File: src/rtl/uart_frame_tx.sv
// uart_frame_tx
//   Latches NUM_CH single-bit channels at the start of each frame and sends them
//   LSB-first as one UART frame: start bit, NUM_CH data bits, optional even
//   parity, then STOP_BITS stop bits. While uart_start stays high, a new frame
//   begins every PERIOD_BITS bit-times, measured from one start edge to the next.
//
// Ports
//   sys_clk        in   system clock
//   sys_reset      in   asynchronous, active-high reset
//   uart_start     in   level; 1 = keep sending frames periodically
//   ch_in          in   [NUM_CH-1:0] channel inputs, ch_in[0] is sent first
//   uart_txd       out  serial line, idles high
//   tx_busy        out  high from the start bit through the last stop bit
//   sample_strobe  out  1-cycle pulse in the cycle after ch_in is latched
//   uart_done      out  1-cycle pulse on the last cycle of the final stop bit
//
// Handshake: none. uart_start is a level request sampled on every edge in IDLE
// and once more at the end of each period; every output is a flop.
module uart_frame_tx #(
  parameter int NUM_CH       = 18,
  parameter int CLKS_PER_BIT = 576,
  parameter int PERIOD_BITS  = 32,
  parameter int PARITY_EN    = 0,
  parameter int STOP_BITS    = 1
) (
  input  logic              sys_clk,
  input  logic              sys_reset,
  input  logic              uart_start,
  input  logic [NUM_CH-1:0] ch_in,
  output logic              uart_txd,
  output logic              tx_busy,
  output logic              sample_strobe,
  output logic              uart_done
);

  localparam int FRAME_BITS = 1 + NUM_CH + PARITY_EN + STOP_BITS;
  localparam int BAUD_W     = $clog2(CLKS_PER_BIT);
  localparam int BIT_W      = $clog2(FRAME_BITS);
  localparam int PER_W      = $clog2(PERIOD_BITS);

  localparam logic [BAUD_W-1:0] BAUD_LAST    = BAUD_W'(CLKS_PER_BIT - 1);
  localparam logic [BAUD_W-1:0] BAUD_PRELAST = BAUD_W'(CLKS_PER_BIT - 2);
  localparam logic [BIT_W-1:0]  DATA_LAST    = BIT_W'(NUM_CH - 1);
  localparam logic [BIT_W-1:0]  STOP_LAST    = BIT_W'(STOP_BITS - 1);
  localparam logic [PER_W-1:0]  PER_LAST     = PER_W'(PERIOD_BITS - 1);

  if (PERIOD_BITS < FRAME_BITS || (STOP_BITS != 1 && STOP_BITS != 2) ||
      CLKS_PER_BIT < 2 || NUM_CH < 1 || NUM_CH > 64) begin : g_bad_params
    $error("uart_frame_tx: illegal parameter combination");
  end

  typedef enum logic [2:0] {
    ST_IDLE, ST_START, ST_DATA, ST_PARITY, ST_STOP, ST_GAP
  } state_t;

  state_t              state_q, state_d;
  logic [BAUD_W-1:0]   baud_q, baud_d;
  logic [BIT_W-1:0]    bit_q, bit_d;     // index within DATA or STOP
  logic [PER_W-1:0]    per_q, per_d;     // bit-times since the frame's start edge
  logic [NUM_CH-1:0]   shreg_q, shreg_d;
  logic                parity_q, parity_d;
  logic                txd_d, busy_d, strobe_d, done_d;
  logic                tick, launch, period_end;

  assign tick = (baud_q == BAUD_LAST);

  always_ff @(posedge sys_clk or posedge sys_reset) begin
    if (sys_reset) begin
      state_q       <= ST_IDLE;
      baud_q        <= '0;
      bit_q         <= '0;
      per_q         <= '0;
      shreg_q       <= '0;
      parity_q      <= 1'b0;
      uart_txd      <= 1'b1;
      tx_busy       <= 1'b0;
      sample_strobe <= 1'b0;
      uart_done     <= 1'b0;
    end else begin
      state_q       <= state_d;
      baud_q        <= baud_d;
      bit_q         <= bit_d;
      per_q         <= per_d;
      shreg_q       <= shreg_d;
      parity_q      <= parity_d;
      uart_txd      <= txd_d;
      tx_busy       <= busy_d;
      sample_strobe <= strobe_d;
      uart_done     <= done_d;
    end
  end

  always_comb begin
    state_d    = state_q;
    baud_d     = baud_q;
    bit_d      = bit_q;
    per_d      = per_q;
    shreg_d    = shreg_q;
    parity_d   = parity_q;
    strobe_d   = 1'b0;
    done_d     = 1'b0;
    launch     = 1'b0;
    period_end = 1'b0;

    if (state_q != ST_IDLE) baud_d = tick ? '0 : baud_q + 1'b1;

    case (state_q)
      ST_IDLE: launch = uart_start;
      ST_START: begin
        if (tick) begin
          state_d = ST_DATA;
          bit_d   = '0;
          per_d   = per_q + 1'b1;
        end
      end
      ST_DATA: begin
        if (tick) begin
          shreg_d = shreg_q >> 1;
          per_d   = per_q + 1'b1;
          if (bit_q == DATA_LAST) begin
            bit_d   = '0;
            state_d = (PARITY_EN != 0) ? ST_PARITY : ST_STOP;
          end else begin
            bit_d = bit_q + 1'b1;
          end
        end
      end
      ST_PARITY: begin
        if (tick) begin
          state_d = ST_STOP;
          bit_d   = '0;
          per_d   = per_q + 1'b1;
        end
      end
      ST_STOP: begin
        // uart_done is a flop, so it is armed one cycle ahead of the last stop cycle.
        if (bit_q == STOP_LAST && baud_q == BAUD_PRELAST) done_d = 1'b1;
        if (tick) begin
          if (bit_q != STOP_LAST) begin
            bit_d = bit_q + 1'b1;
            per_d = per_q + 1'b1;
          end else if (per_q == PER_LAST) begin
            period_end = 1'b1;   // frame fills the whole period: no gap
          end else begin
            state_d = ST_GAP;
            bit_d   = '0;
            per_d   = per_q + 1'b1;
          end
        end
      end
      ST_GAP: begin
        if (tick) begin
          if (per_q == PER_LAST) period_end = 1'b1;
          else                   per_d = per_q + 1'b1;
        end
      end
      default: state_d = ST_IDLE;
    endcase

    if (period_end) begin
      launch  = uart_start;
      state_d = ST_IDLE;
      baud_d  = '0;
      bit_d   = '0;
      per_d   = '0;
    end

    if (launch) begin
      state_d  = ST_START;
      baud_d   = '0;
      bit_d    = '0;
      per_d    = '0;
      shreg_d  = ch_in;
      parity_d = ^ch_in;
      strobe_d = 1'b1;
    end

    // Line and busy are registered from the state being entered, so they
    // change on the same edge as the FSM.
    case (state_d)
      ST_START:  txd_d = 1'b0;
      ST_DATA:   txd_d = shreg_d[0];
      ST_PARITY: txd_d = parity_d;
      default:   txd_d = 1'b1;
    endcase
    busy_d = (state_d == ST_START) || (state_d == ST_DATA) ||
             (state_d == ST_PARITY) || (state_d == ST_STOP);
  end

endmodule

File: config.mk
export PLATFORM = sky130hd
export DESIGN_NAME = uart_frame_tx
export DESIGN_NICKNAME = d
export VERILOG_FILES = /design/src/rtl/uart_frame_tx.sv
export SDC_FILE = /design/constraint.sdc
export NUM_CORES = 1
export LEC_CHECK = 0
export ABC_AREA = 1
export CELL_PAD_IN_SITES_DETAIL_PLACEMENT = 1
export CELL_PAD_IN_SITES_GLOBAL_PLACEMENT = 1
export CORE_UTILIZATION = 35
export CTS_BUF_LIST = sky130_fd_sc_hd__clkbuf_4 sky130_fd_sc_hd__clkbuf_8 sky130_fd_sc_hd__clkbuf_16
export CTS_CLUSTER_DIAMETER = 60
export DETAILED_ROUTE_END_ITERATION = 8
export PLACE_DENSITY = 0.77
export SLEW_MARGIN = 30
export SYNTH_ARGS = -nofsm -noshare
export SYNTH_HDL_FRONTEND = slang
export SYNTH_SLANG_ARGS = --single-unit
File: constraint.sdc
create_clock -name sys_clk -period 2.2 [get_ports sys_clk]
set_input_delay 0.44 -clock sys_clk [delete_from_list [all_inputs] [get_ports sys_clk]]
set_output_delay 0.44 -clock sys_clk [all_outputs]
set_load 0.01 [all_outputs]
# Word-level counts from Yosys, hierarchy flattened
# Cells that the tools add are included.
dict set report totals {
  wordCells 99
  regBits 46
}
dict set report op_classes {
  n_reduce_logical 20
  addsub 3
  n_eq_ne 19
  muxes 46
}
# cell n
set ops {}
lappend ops {{5-bit two-way mux} 15}
lappend ops {{18-bit two-way mux} 3}
lappend ops {{10-bit two-way mux} 4}
lappend ops {{5-bit case mux with 3 select lines} 2}
lappend ops {{3-bit two-way mux} 9}
lappend ops {{10-bit == test (second input constant)} 2}
lappend ops {{18-bit parity} 1}
lappend ops {{3-bit case mux with 5 select lines} 1}
lappend ops {{5-bit nonzero test} 3}
lappend ops {{3-bit by 2-bit == test with 1-bit output (second input constant)} 4}
lappend ops {{4-bit inequality test (second input constant)} 3}
lappend ops {{10-bit by 1-bit adder with 10-bit output (second input constant)} 1}
lappend ops {{5-bit by 1-bit adder with 5-bit output (second input constant)} 2}
lappend ops {{5-bit == test (second input constant)} 2}
lappend ops {{1-bit two-way mux} 10}
lappend ops {{3-bit == test (second input constant)} 3}
lappend ops {{4-bit by 1-bit inequality test with 1-bit output (second input constant)} 2}
lappend ops {{3-bit by 1-bit == test with 1-bit output (second input constant)} 2}
lappend ops {{3-bit nonzero test} 2}
lappend ops {{5-bit zero test} 1}
lappend ops {{5-bit inequality test (second input constant)} 1}
lappend ops {{5-bit AND reduction} 1}
lappend ops {{4-bit AND reduction} 1}
lappend ops {{2-bit nonzero test} 2}
lappend ops {{other kinds (8)} 11}

# Logic depth before layout (Yosys ltp)
# Gate-level depths: netlist of the first run.
dict set report depth {
  depth_word 11
  ltp_mapped 14
}

# Worst setup path after synthesis of the first run
# OpenSTA, ideal clock, no wires.
dict set report synth_timing {
  kind {reg2reg}
  start {register per_q[0]}
  end {register bit_q[1]}
  slack_ns 0.384
  stages_incl_launch_ff 14
  arrival_ns 1.698
  path_buffers 0
  period_less_slack_ns 1.816
  required_time_ns 2.082
  setup_ns 0.118
  cell_sequence {dfrtp_1 -> ha_1 -> nand2_1 -> nor2_1 -> ha_1 -> inv_1 -> nor2_4 -> nand2_2 -> o21ai_4 -> inv_4 -> nand2_2 -> nand2_1 -> nand2_1 -> nand2_1}
}
dict set report synth_via {
  elab_chain_len 8
}
# element line
set synth_lines {}
lappend synth_lines {{from (decl)} 59} ;# logic [PER_W-1:0] per_q, per_d;
lappend synth_lines {{from (signal assigned)} 83} ;# per_q <= per_d;
lappend synth_lines {{5-bit == test *} {142, 153}}
lappend synth_lines {{1-bit two-way mux} {142, 153}}
lappend synth_lines {{1-bit two-way mux} 139} ;# if (bit_q != STOP_LAST) begin
lappend synth_lines {{1-bit two-way mux} 138} ;# if (tick) begin
lappend synth_lines {{1-bit case mux with 2 select lines} 107} ;# case (state_q)
lappend synth_lines {{1-bit two-way mux} 160} ;# if (period_end) begin
lappend synth_lines {{5-bit inequality test (no line) (tied with other cells)} n/a}
lappend synth_lines {{5-bit AND reduction (no line)} n/a}
lappend synth_lines {{to (signal assigned)} 82} ;# bit_q <= bit_d;
lappend synth_lines {{to (decl)} 58} ;# logic [BIT_W-1:0] bit_q, bit_d;
# Every way passes the cells marked *; elsewhere a longest branch is shown, timed or not.
# A chain may end at the register's enable or synchronous reset.

# Final worst setup path of the first run
dict set report layout_timing {
  start {register state_q[2]}
  end {register baud_q[9]}
}
dict set report layout_via {
  elab_chain_len 4
}
# element line
set layout_lines {}
lappend layout_lines {{from (decl)} 56} ;# state_t state_q, state_d;
lappend layout_lines {{from (signal assigned)} 80} ;# state_q <= state_d;
lappend layout_lines {{3-bit == test / 3-bit zero test (equally long branches)} 107}
lappend layout_lines {{1-bit case mux with 2 select lines / 1-bit two-way mux (equally long branches)} 107}
lappend layout_lines {{1-bit two-way mux / 10-bit two-way mux (equally long branches)} 160}
lappend layout_lines {{3-bit nonzero test (no line) / 10-bit two-way mux (equally long branches)} n/a}
lappend layout_lines {{to (signal assigned)} 81} ;# baud_q <= baud_d;
lappend layout_lines {{to (decl)} 57} ;# logic [BAUD_W-1:0] baud_q, baud_d;
# Several ways; a longest one is shown, not always the timed one.

==> results.toml, run 1 <==
[setup_path]
worst-path-buf-inv = 2
crit_top_cell = "nand2_2"
crit-reg2reg-launch = "state_q[2]"
slowest_delay_ns = 0.51
reg2reg_slack_ns = 0.13
r2r_cells = 11
path_cells = "inv_2 -> nor2_2 -> nand2_2 -> nor2_4 -> nand2_2 -> o21ai_4 -> clkinv_4 -> nand2_8 -> o21ai_0 -> nand2_1 -> nor2_1"
endpoint_kind = "flip-flop"
critPathArrivalTime_ns = 2.26
crit_fanout = 13
worstSetupPathType = "reg2reg"
crit_slowest_cell = "dfrtp_1"
critical_path.top_delay_family = "simple AND/OR/NAND/NOR gates"
cp.required_ns = 2.39
r2r_end = "baud_q[9]"
startpoint_type = "flip-flop"

[outcome]
status = "finished, final reports clean"

[route]
num_vias = 2932
drt-pass1-iter-count = 4
drt-initial-drc-count = 66
post_drt_via_cell_ratio = 5.01
wl_um = 8020
wl_per_cell_um = 13.7
postRouteAntennaNets = 0
drc = 0

[synthesis]
syn_area_um2 = 3040
ys_warn_count = 0
ys_ff_latch = 46
seq_area_frac_synth_pct = 37.9
syn_avg_cell_area_um2 = 7.06
syn_inst = 431
syn_nets = 460
yosysUniqueCellTypes = 36

[cells_and_area]
n_fill_cell = 1050
fin_area_um2 = 3680
n_antenna_cell = 0
drive_gt1_share_pct = 12.5
final_common_cell = "nand2_1"
syn2layout_area_growth_pct = 20.9
final_cell_mix = "nand2_1 (134), inv_1 (63), nand3_1 (48)"
layout.nets = 508

[place]
gp_congestion = 0.859
buffer_ports.inserted = 24
post-dp-hpwl_um = 6210
dpl-instance-area_um2 = 3450

[sta]
setup_violations = 0
period_share_pct = 94.2
slew_violations = 0
max_freq_mhz = 483
whs_ns = 0.456
fin_skew_ns = 0.0124
fin_crit_ns = 2.07
hold_violations = 0
worst_slew_margin_rel_pct = 71.5
worst_pin_slew_ns = 0.426

[clock_tree]
clock-root-buffer = "clkbuf_8"
numCtsBuffers = 5
ctsHoldBuffers = 0
clk_latency_ns = 0.30
cts_tree = "built"
cts_buffer_depth = 2
cts.sinks = 46
path_clk_slew_ns = 0.10
htree_levels = 2

[run]
max_cap_viol_count = 0

[global_route]
grt_pass1_wl_um = 13800
grt.overflow.total = 0
track_usage_pct = 19.2
grt_pass1_vias = 3037
antenna_found_initial = 0
grt_max_degree = 36

[power_and_ir_drop]
fin_total_pwr_mw = 1.56
p_per_area_nw_per_um2 = 425
p_leak_nw = 1.87
vdd.ir_drop.worst_v = 0.000267

[floorplan]
start_util_pct = 36.7
die_w_um = 95.3
die_area_um2 = 9070
die_h_um = 95.3
fp-row-count = 33
coreArea_um2 = 8300
ios = 25

[hold_path]
hold_class = "in2async"
## cell usage after synthesis, drive strengths merged
cell type	count	area share, %
a211oi	1	0.25
a21boi	2	0.49
a21oi	10	1.8
and2	1	0.21
buf	6	1.6
clkbuf	2	0.25
dfrtp	45	37
dfstp	1	0.86
ha	8	3.3
inv	71	8.8
nand2	141	18
nand3	48	7.9
nand3b	2	0.49
nand4	5	1.0
nor2	30	4.4
nor3	10	2.0
nor4	1	0.21
o2111ai	1	0.29
o211ai	14	3.6
o21ai	16	3.0
o221ai	5	1.4
o22ai	2	0.41
xnor2	6	1.7
xor2	3	0.86
## power breakdown
part / switching (mW) / internal, mW
Sequential: 0.00223 / 0.849
Combinational: 0.104 / 0.0722
Clock: 0.301 / 0.237
Total: 0.407 / 1.16
## sequential cells by signal, indices dropped and copies added (netlist names)
name	count
uart_txd	1
parity_q	1
shreg_q	18
bit_q	5
baud_q	10
uart_done	1
state_q	3
per_q	5
tx_busy	1
sample_strobe	1
## through the flow
step	TNS, ns	instances	setup slack, ns	utilization [%]
after floorplan	0	431	0.384	-
after global placement	0	562	0.194	41.5
after detailed placement	0	562	0.0350	41.5
after CTS	0	570	0.0125	42.6
after global routing	-0.105	585	-0.0280	44.4
final	0	585	0.128	44.4
## cell type report
class / count / area, um2 / share of cell area, %
clock inverters: 2 / 13.8 / 0.374
clock buffers: 6 / 76.3 / 2.07
repair buffers: 49 / 440 / 12.0
flip-flops and latches: 46 / 1150 / 31.3
well taps: 105 / 131 / 3.57
inverters: 71 / 272 / 7.38
multi-input cells: 306 / 1600 / 43.3
## worst max path at each step
stage / startpoint / endpoint / slack [ns] / cells past startpoint
final: state_q[2] / baud_q[9] / 0.13 / 11
after floorplan: per_q[0] / bit_q[1] / 0.38 / 13
after detailed placement: per_q[1] / baud_q[9] / 0.04 / 13
after global routing: baud_q[0] / per_q[2] / -0.03 / 11
after global placement: per_q[1] / bit_q[3] / 0.19 / 13
after CTS: per_q[1] / bit_q[1] / 0.01 / 13
## logic make-up after synthesis
logic type                 count (synthesis)  synth area share (%)
DFF                                       46                  37.9
and+or+nand+nor                          238                  34.3
adders and majority gates                  8                  3.29
buffers and inverters                     79                  10.7
AOI/OAI and AO/OA                         51                  11.3
xor gates and xnor gates                   9                  2.59
## what timing repair did
item | 4_1_cts | 5_1_grt
resized for setup | 0 | 9
buffers inserted | 0 | 15
endpoints found under the setup margin | 0 | 19
## routing by layer
layer  routed length (um)  track usage (%)
met1                 3570             23.5
met2                 4270             35.5
met3                  149             3.11
met4                   35             3.41
met5                    0                0
## worst register-to-register path, stage by stage (launching register included)
cell,delay [ns]
dfrtp_1,0.51
inv_2,0.09
nor2_2,0.28
nand2_2,0.15
nor2_4,0.14
nand2_2,0.11
o21ai_4,0.15
clkinv_4,0.16
nand2_8,0.15
o21ai_0,0.11
nand2_1,0.09
nor2_1,0.04
(Power assumes the default switching activity.)
==> run 2, diff against run 1 <==
--- a/config.mk
+++ b/config.mk
@@ -14,3 +14,3 @@
 export DETAILED_ROUTE_END_ITERATION = 8
-export PLACE_DENSITY = 0.77
+export PLACE_DENSITY_LB_ADDON = 0.1
 export SLEW_MARGIN = 30
--- a/constraint.sdc
+++ b/constraint.sdc
@@ -3,2 +3,2 @@
 set_output_delay 0.44 -clock sys_clk [all_outputs]
-set_load 0.01 [all_outputs]
+set_load 0.05 [all_outputs]
==> results.toml, run 2 (same netlist as run 1, synthesis figures left out) <==
[power_and_ir_drop]
combPwrFrac_pct = 10.5
p_sw_mw = 0.437
fin_total_pwr_mw = 1.71
power_frac_clock_pct = 39.7
p_sw_share_pct = 25.6
power.share.sequential_pct = 49.8
p_per_area_nw_per_um2 = 460
intPower_mw = 1.27
vdd.ir_drop.worst_v = 0.000265
p_leak_nw = 1.89

[floorplan]
die_h_um = 95.3
die_area_um2 = 9070
die_w_um = 95.3
start_util_pct = 36.7
fp-row-count = 33
ios = 25
coreArea_um2 = 8300

[sta]
worst_pin_slew_ns = 0.494
rsz0062_at_grt = "false"
whs_ns = 0.417
worst_slew_margin_rel_pct = 67.0
worst_slack_ns = 0.140
period_share_pct = 93.6
fin_skew_ns = 0.00797
hold_violations = 0
max_freq_mhz = 485
setup_tns_ns = 0
slew_violations = 0
setup_violations = 0
fin_crit_ns = 2.06

[clock_tree]
cts_tree = "built"
clock-root-buffer = "clkbuf_8"
cts.sinks = 46
cts_buffer_depth = 2
clk_latency_ns = 0.31
htree_levels = 2
path_clk_slew_ns = 0.10
numCtsBuffers = 5
ctsHoldBuffers = 0

[cells_and_area]
top_register = "shreg_q"
final_common_cell = "nand2_1"
syn2layout_area_growth_pct = 22.0
layout.nets = 503
instances_no_fill = 580
largest_reg_flops = 18
drive_gt1_share_pct = 12.4
fin_area_um2 = 3710
n_antenna_cell = 0
top_regs = "shreg_q: 18 flops, baud_q: 10 flops"
final_cell_mix = "nand2_1 (133), inv_1 (64), nand3_1 (47)"
finish.utilization_pct = 44.8

[place]
buffer_ports.inserted = 24
gp_congestion = 0.874
post-dp-hpwl_um = 6100
dp_cells = 566
dp_worst_setup_slack_ns = -0.0498
dpl-instance-area_um2 = 3490

[setup_path]
crit_slowest_cell = "clkdlybuf4s50_1"
crit-reg2reg-launch = "per_q[0]"
critPathArrivalTime_ns = 1.62
r2r_end = "bit_q[3]"
startpoint_type = "flip-flop"
path_cells = "clkdlybuf4s50_1"
crit_fanout = 1
r2r_cells = 13
cp.required_ns = 1.76
reg2reg_slack_ns = 0.20
critical_path.top_delay_family = "buffers and inverters"
worst-path-buf-inv = 1
worstSetupPathType = "reg2out"
endpoint_kind = "primary output"
slowest_delay_ns = 0.79

[global_route]
grt_pass1_wl_um = 13500
grt-busiest-layer = "met2"
grt_pass1_vias = 2928
antenna_found_initial = 0
grt.overflow.total = 0
gr-usage-met2_pct = 34.2
track_usage_pct = 18.9
met3_usage_pct = 2.63
grt_max_degree = 32
use_met1_pct = 23.6

[route]
post_drt_via_cell_ratio = 4.98
drt-pass1-iter-count = 4
postRouteAntennaNets = 0
wl_um = 7870
drt-initial-drc-count = 52
wl_per_cell_um = 13.6
drc = 0
num_vias = 2887

[outcome]
status = "finished, final reports clean"

[hold_path]
hold_class = "in2async"

[run]
max_cap_viol_count = 0
==> run 2: how the worst max path moves through the flow <==
stage              start       end  slack (ns)  depth (start not counted)
6_report        uart_txd  uart_txd        0.14                          1
5_1_grt        baud_q[4]  per_q[2]       0.007                         10
4_1_cts         per_q[0]  bit_q[3]        0.02                         13
3_5_place_dp    per_q[0]  bit_q[3]       -0.05                         13
3_3_place_gp    per_q[1]  bit_q[3]      -0.008                         13
2_1_floorplan   per_q[0]  bit_q[1]        0.38                         13
==> run 2: cell type report <==
| cell class | count | area, um2 |
|---|---|---|
| clock buffer | 5 | 68.8 |
| clock inverter | 3 | 48.8 |
| fill | 1074 | 4580 |
| inverter | 71 | 269 |
| multi-input combinational | 306 | 1600 |
| sequential | 46 | 1150 |
| tap | 105 | 131 |
| timing repair buffer | 44 | 445 |
==> run 2: per-layer routing <==
layer / wire [um] / part of all wire, %
met2: 3910 / 50
met3: 118 / 1.5
met1: 3760 / 48
met4: 78 / 0.99
met5: 0 / 0
==> run 2: power by group through the flow <==
stage          Combinational [mW]  Clock [mW]  Sequential [mW]
6_report                    0.179       0.677            0.851
3_3_place_gp                0.176           0            0.867
3_5_place_dp                0.183           0            0.868
5_1_grt                     0.206       0.738            0.851
4_1_cts                     0.184       0.702            0.851
2_1_floorplan               0.102           0            0.867
==> run 2: timing repair <==
action / 4_1_cts / 5_1_grt
gates resized for setup: 1 / 10
setup endpoints to repair: 7 / 20
setup buffers: 2 / 3
cloned: 0 / 1
pin swaps: 0 / 1
